### config.mk
export PLATFORM = sky130hd
export DESIGN_NAME = shift_arbiter
export DESIGN_NICKNAME = d
export VERILOG_FILES = /design/src/rtl/shift_arbiter.sv
export SDC_FILE = /design/constraint.sdc
export NUM_CORES = 1
export LEC_CHECK = 0
export ABC_AREA = 1
export BUFFER_PORTS_ARGS = -buffer_cell sky130_fd_sc_hd__buf_2
export CAP_MARGIN = 20
export CORE_UTILIZATION = 53
export CTS_CLUSTER_DIAMETER = 200
export CTS_CLUSTER_SIZE = 12
export DETAILED_ROUTE_END_ITERATION = 8
export PLACE_DENSITY = 0.78
export SYNTH_ARGS = -nofsm -noshare
export SYNTH_HDL_FRONTEND = slang
export SYNTH_SLANG_ARGS = --single-unit
### constraint.sdc
create_clock -name clock -period 1.8 [get_ports clock]
set_input_delay 0.09 -clock clock [delete_from_list [all_inputs] [get_ports clock]]
set_output_delay 0.09 -clock clock [all_outputs]
set_load 0.05 [all_outputs]
### src/rtl/shift_arbiter.sv
// shift_arbiter
//   Two requesters share one 32-bit logical left shifter. Each requester
//   hands over an operand and a shift amount with a valid/ready handshake.
//   The operation is registered, shifted, and returned on a single response
//   channel together with the id of the requester that issued it. Only one
//   operation is in flight at a time.
//
//   Sequence per operation: IDLE (accept) -> SHIFT -> HOLD (until consumed).
//   The response appears two cycles after the accept cycle. The minimum
//   issue interval is three cycles.
//
// Configuration macro
//   SHIFT_ARB_RR_EN  defined   : round-robin arbitration between the two
//                                requesters, using a 1-bit preference pointer.
//                    undefined : fixed priority, where requester 0 wins. In
//                                this build no pointer register exists.
//
// Ports
//   clock, reset_n            clock, and synchronous active-low reset
//   req0_valid/ready/a/shamt  requester 0 handshake and operands
//   req1_valid/ready/a/shamt  requester 1 handshake and operands
//   rsp_valid/ready           response handshake
//   rsp_b                     shifted result (a << shamt, zero fill)
//   rsp_id                    requester that issued the result
//   busy                      high whenever an operation is in flight
module shift_arbiter #(
  parameter int DATA_W  = 32,
  parameter int SHAMT_W = 5
) (
  input  logic               clock,
  input  logic               reset_n,
  input  logic               req0_valid,
  output logic               req0_ready,
  input  logic [DATA_W-1:0]  req0_a,
  input  logic [SHAMT_W-1:0] req0_shamt,
  input  logic               req1_valid,
  output logic               req1_ready,
  input  logic [DATA_W-1:0]  req1_a,
  input  logic [SHAMT_W-1:0] req1_shamt,
  output logic               rsp_valid,
  input  logic               rsp_ready,
  output logic [DATA_W-1:0]  rsp_b,
  output logic               rsp_id,
  output logic               busy
);

  localparam logic [1:0] IDLE  = 2'd0;
  localparam logic [1:0] SHIFT = 2'd1;
  localparam logic [1:0] HOLD  = 2'd2;

  logic [1:0]         state_reg, state_next;
  logic               grant0, grant1;
  logic               accept;
  logic [DATA_W-1:0]  op_a_reg;
  logic [SHAMT_W-1:0] op_shamt_reg;
  logic               op_id_reg;
  logic [DATA_W-1:0]  rsp_b_reg;
  logic               rsp_id_reg;

`ifdef SHIFT_ARB_RR_EN
  // ptr_reg names the preferred requester. It matters only when both
  // requesters are valid. A lone valid requester is always granted.
  logic ptr_reg;

  always_comb begin
    grant0 = 1'b0;
    grant1 = 1'b0;
    if (req0_valid && req1_valid) begin
      grant0 = ~ptr_reg;
      grant1 = ptr_reg;
    end else begin
      grant0 = req0_valid;
      grant1 = req1_valid;
    end
  end

  // After every grant, prefer the requester that did not win.
  always_ff @(posedge clock) begin
    if (!reset_n) begin
      ptr_reg <= 1'b0;
    end else if (accept) begin
      ptr_reg <= ~req1_ready;
    end
  end
`else
  assign grant0 = req0_valid;
  assign grant1 = req1_valid & ~req0_valid;
`endif

  // reset_n gates ready, so no handshake can complete while reset is held.
  assign req0_ready = reset_n & (state_reg == IDLE) & grant0;
  assign req1_ready = reset_n & (state_reg == IDLE) & grant1;
  assign accept     = req0_ready | req1_ready;

  always_comb begin
    state_next = state_reg;
    case (state_reg)
      IDLE:    if (accept)    state_next = SHIFT;
      SHIFT:                  state_next = HOLD;
      HOLD:    if (rsp_ready) state_next = IDLE;
      default:                state_next = IDLE;
    endcase
  end

  always_ff @(posedge clock) begin
    if (!reset_n) begin
      state_reg    <= IDLE;
      op_a_reg     <= '0;
      op_shamt_reg <= '0;
      op_id_reg    <= 1'b0;
      rsp_b_reg    <= '0;
      rsp_id_reg   <= 1'b0;
    end else begin
      state_reg <= state_next;
      if (accept) begin
        op_a_reg     <= req1_ready ? req1_a : req0_a;
        op_shamt_reg <= req1_ready ? req1_shamt : req0_shamt;
        op_id_reg    <= req1_ready;
      end
      // The shifter output is captured at the end of SHIFT. After that it
      // stays frozen through HOLD until the response is consumed.
      if (state_reg == SHIFT) begin
        rsp_b_reg  <= op_a_reg << op_shamt_reg;
        rsp_id_reg <= op_id_reg;
      end
    end
  end

  assign rsp_valid = (state_reg == HOLD);
  assign rsp_b     = rsp_b_reg;
  assign rsp_id    = rsp_id_reg;
  assign busy      = (state_reg != IDLE);

endmodule

=== After elaboration in Yosys (flattened, before gate mapping) ===
Cells that the tools add are included.

* Register bits after elaboration: 73
* Output and inout bits: 37
* Logic and storage cells: 25
* Bits of input ports: 79

* Reduce and logical (&&, ||, !) cells: 3
* Multiplexer cells: 5
* Shift-type cells: 1
* Equality and inequality tests: 4
* Bitwise operators: 6

{| class="wikitable"
|+ Operators by type and width
! cell !! count
|-
| two-way mux 32 bit || 1
|-
| << shifter 32 x 5 -> 32 bit || 1
|-
| one-hot mux 2 bit (3 select lines) || 1
|-
| two-way mux 5 bit || 1
|-
| AND 1 bit || 4
|-
| two-way mux 2 bit || 2
|-
| equality test 2 x 1 -> 1 bit (second input constant) || 1
|-
| equality test 2 bit (second input constant) || 1
|-
| logical NOT 2 bit || 1
|-
| != test 2 x 1 -> 1 bit (second input constant) || 1
|-
| != test 2 bit (second input constant) || 1
|-
| AND reduction 2 bit || 1
|-
| nonzero test 2 bit || 1
|-
| NOT 1 bit || 1
|-
| OR 1 bit || 1
|}

=== Logic depth before layout (Yosys ltp) ===
* Depth in word-level cells: 6
* Mapped depth: 11
* Gate-level depth less buffers: 9

=== Least setup slack after synthesis ===
Ideal clock, no wire load.

* Path kind: flip-flop to flip-flop
* Start: register state_reg[0]
* End: register op_a_reg[0]
* Stages on the path, launching flop included: 9
* Path slack: 0.222 ns
* Clock period less this slack: 1.578 ns
* Data required time: 1.675 ns
* Buffers on the path: 2
* Data arrival time: 1.452 ns
* Library setup time: 0.125 ns
* Cells stage by stage: dfxtp_1 nor2_2 nand3_1 inv_1 nor2_1 inv_2 buf_4 buf_2 a31oi_1

* Longest elaborated chain between the ends: 4
* Elaborated cells between the ends (all ways): 6
* Those cells by class: mux: 1; bitwise: 4; reduce/logical: 1

{| class="wikitable"
|+ RTL lines
! item !! line !! text
|-
| from (decl) || 51 || <nowiki>logic [1:0] state_reg, state_next;</nowiki>
|-
| from (signal assigned) || 114 || <nowiki>state_reg <= state_next;</nowiki>
|-
| logical NOT 2 bit || 91 || <nowiki>assign req0_ready = reset_n & (state_reg == IDLE) & grant0;</nowiki>
|-
| AND 1 bit (2 in series) || 91 ||
|-
| via req0_ready || 33 || <nowiki>output logic req0_ready,</nowiki>
|-
| OR 1 bit || 93 || <nowiki>assign accept = req0_ready | req1_ready;</nowiki>
|-
| to (signal assigned) || 116 || <nowiki>op_a_reg <= req1_ready ? req1_a : req0_a;</nowiki>
|-
| to (decl) || 54 || <nowiki>logic [DATA_W-1:0] op_a_reg;</nowiki>
|}

The timed path passes the listed nets, and every way through them passes these cells.
A chain may end at the register's enable or synchronous reset.

=== Worst setup path after layout ===
* Start: register state_reg[0]
* End: output port req1_ready

* Longest elaborated chain between the ends: 3

{| class="wikitable"
|+ RTL lines
! item !! line !! text
|-
| logical NOT 2 bit || 92 || <nowiki>assign req1_ready = reset_n & (state_reg == IDLE) & grant1;</nowiki>
|-
| AND 1 bit (2 in series) || 92 ||
|-
| to (decl) || 37 || <nowiki>output logic req1_ready,</nowiki>
|}

Every way passes these cells.

==> metrics.md <==
| Metric | Value |
|---|---|
| Post-route ant nets | 0 |
| Max Transition Viols Final | 0 |
| First-pass DRT Iterations | 7 |
| Global-route wire length before repair | 23.7 mm |
| Pin count of the biggest net entering global routing | 54 |
| CP Cell Sequence | nor2_2 > nand3_2 > nor2_2 > buf_12 > clkbuf_4 |
| CORE AREA | 7850 um^2 |
| Residual DRC | 0 |
| RSZ-0062 raised after global routing | no |
| Area of the multi-input gates | 2510 um^2 |
| Req. time, crit path | 1.71 ns |
| Max Freq | 592 MHz |
| Post-route setup TNS | 0 ns |
| Vias in the first global route | 4706 |
| Power Total | 4730 uW |
| Num rows | 32 |
| Worst setup path category | flip-flop to primary output |
| Clock network power share | 25.5% |
| Top-area cell type share of the netlist area | 33.5% |
| CTS root buf | clkbuf_8 |
| Maximum clock insertion buffer count | 2 |
| GRT overflow | 0 |
| Share of cells above drive strength 1 | 19.9% |
| Max_slew headroom | 76.2% |
| Slowest stage cell on the critical path | dfxtp_1 |
| Placer congestion estimate | 0.952 |
| Tcrit/Tclk final | 93.8% |
| Most frequent cells in the layout | 201 x nand3_1, 170 x nand2_1, 114 x buf_2, 73 x dfxtp_1, 58 x o21ai_0 |
| Die width | 92.7 um |
| Yosys warns | 0 |
| Post-Syn Instances | 693 |
| Number of H-tree levels | 3 |
| Port Buf Inserts | 115 |
| Final Hold Fails | 0 |
| Critical path buffers and inverters | 2 |
| Power Dens Cells | 879 nW/um^2 |
| Setup crit start kind | flip-flop |
| CTS tree | built |
| Net Count, Synth | 772 |
| Later-pin clock latency in the skew report | 0.35 ns |
| Chip height | 92.7 um |
| Top cells by area, synth | dfxtp_1 34%, nand3_1 23%, nand2_1 15%, o21ai_0 6.7%, a31oi_1 5.3% |
| Most common cell after layout, fill and taps aside | nand3_1 |
| Cell family with most CP delay | buffers and inverters |
| Maximum capacitance violations | 0 |
| Slew at the pin closest to its max-slew limit | 0.356 ns |
| # diodes | 0 |
| P_sw | 1860 uW |
| Tot GR Track Use | 34.9% |
| Hold crit path type | input port to flip-flop |
| Postcts setup bufs | 0 |
| Max VDD drop | 0.000623 V |
| Area of the mapped netlist | 4360 um^2 |
| Sink Count | 73 |
| Worst endpoint data arrival time | 1.60 ns |
| DPL Wire Length | 10.0 mm |
| Int Power | 2870 uW |
| Area Overhead vs Synth | 23.5% |
| Result of the run | complete, no violations |
| Yosys top cell by area | dfxtp_1 |
| Critical path capture point type | primary output |
| Setup violators final | 0 |
| Sequential share of the synthesized area | 33.5% |
| Post-DR wirelength/cell | 15.8 um |
| Die ar. | 8590 um^2 |
| Sw frac | 39.4% |
| Crit-path max cell delay | 0.35 ns |
| Critical-path maximum fanout | 39 |
| Sequential power share | 39.7% |
| Initial Util | 55.6% |
| Fin cells | 908 |
| Clock skew | 0.0126 ns |
| Syn avg cell area | 6.29 um^2 |
| Initial antenna violation count | 0 |
| Static Leakage | 0.00241 uW |
| Register area | 1460 um^2 |
| CTS clk-pin slew, worst paths | 0.09 ns |
| Via/cell ratio | 6.02 |
| Power share of the combinational group | 34.7% |
| Post-synthesis cell type count | 22 |
| Placed cell count | 870 |
| Wirelength, routed | 14.4 mm |
| Via count | 5466 |
| Iteration-0 DRC Markers | 712 |
| Num CTS Buffers | 9 |
| NumNets Final | 880 |
| I/O pin total | 116 |
| FILL cells | 719 |
| Most common cell on crit path | nor2_2 |
| Crit path time final | 1.69 ns |
| Flops & latches, synth | 73 |
-- logic make-up (layout without fill, tap and decap cells) --
logic type | count (synthesis) | count (layout) | share of synthesized area [%]
buf+inv | 86 | 199 | 8.87
simple gates | 390 | 390 | 39.9
flops | 73 | 73 | 33.5
compound gates | 144 | 144 | 17.8
-- final timing paths --
check / end / start / cells after the start / slack, ns
worst max register to register: rsp_b[11] / op_shamt_reg[0] / 7 / 0.17
worst min register to register: rsp_b[2] / rsp_b[2] / 2 / 0.46
worst max-delay path: req1_ready / state_reg[0] / 5 / 0.11
worst min-delay path: op_shamt_reg[4] / req0_shamt[4] / 3 / 0.003
-- synthesized netlist by cell type --
master,count
nor2_1,11
nor3_1,1
nand2_2,1
inv_2,2
nor2_2,3
nand3_2,1
clkbuf_1,22
a21oi_1,29
a22oi_1,3
buf_4,5
inv_1,23
a31oi_1,37
nand3_1,201
buf_6,2
nand2_1,170
buf_2,24
dfxtp_1,73
or2_2,1
o21ai_1,17
o21ai_0,58
buf_1,8
nand4_1,1
-- area by class of cell --
| type | instances | share of cell area [%] |
|---|---|---|
| Multi-Input combinational cell | 534 | 46.7 |
| Clock buffer | 11 | 2.81 |
| Timing Repair Buffer | 158 | 18.8 |
| Tap cell | 102 | 2.37 |
| Clock inverter | 5 | 0.534 |
| Inverter | 25 | 1.74 |
| Sequential cell | 73 | 27.1 |
-- per-stage QoR --
stage               setup slack (ns)  hold WS [ns]  utilization (%)  area [um^2]
CTS                          0.00720      0.000464             68.4         5370
floorplan                      0.222         0.249                -         4360
global placement               0.213         0.355             63.3         4970
finish                         0.111       0.00321             68.6         5390
global route                  0.0192       0.00258             68.6         5390
detailed placement             0.168         0.362             63.3         4970
-- power by group through the flow --
stage | sequential, uW | combinational (uW) | clock [uW]
after global placement | 1910 | 1550 | 0
after global routing | 1900 | 1810 | 1310
after floorplan | 2060 | 978 | 0
after detailed placement | 1910 | 1570 | 0
final | 1880 | 1640 | 1210
after CTS | 1880 | 1610 | 1220
-- per-layer routing --
layer	part of all wire (%)	wire, um	up-vias	GRT usage, %
met2	46	6580	312	55.8
met1	43	6110	2486	48.0
met4	3.1	440	0	13.6
met3	8.6	1240	40	4.19
met5	0	0	-	0
li1	-	-	2628	-
-- worst reg2reg max path, delay by kind of cell, from the launching register on --
kind                   cells  cell delay, ns
flip-flops                 1            0.36
buffers and inverters      1            0.33
AND/OR/NAND/NOR            4            0.51
AO/OA/AOI/OAI              2            0.38
-- repair_timing --
item,in CTS,in global routing
resized for setup,1,4
hold endpoints to repair,20,0
gates cloned,0,0
setup endpoints to repair,1,5
hold buffers,22,0
Power figures use the tool's default switching activity.
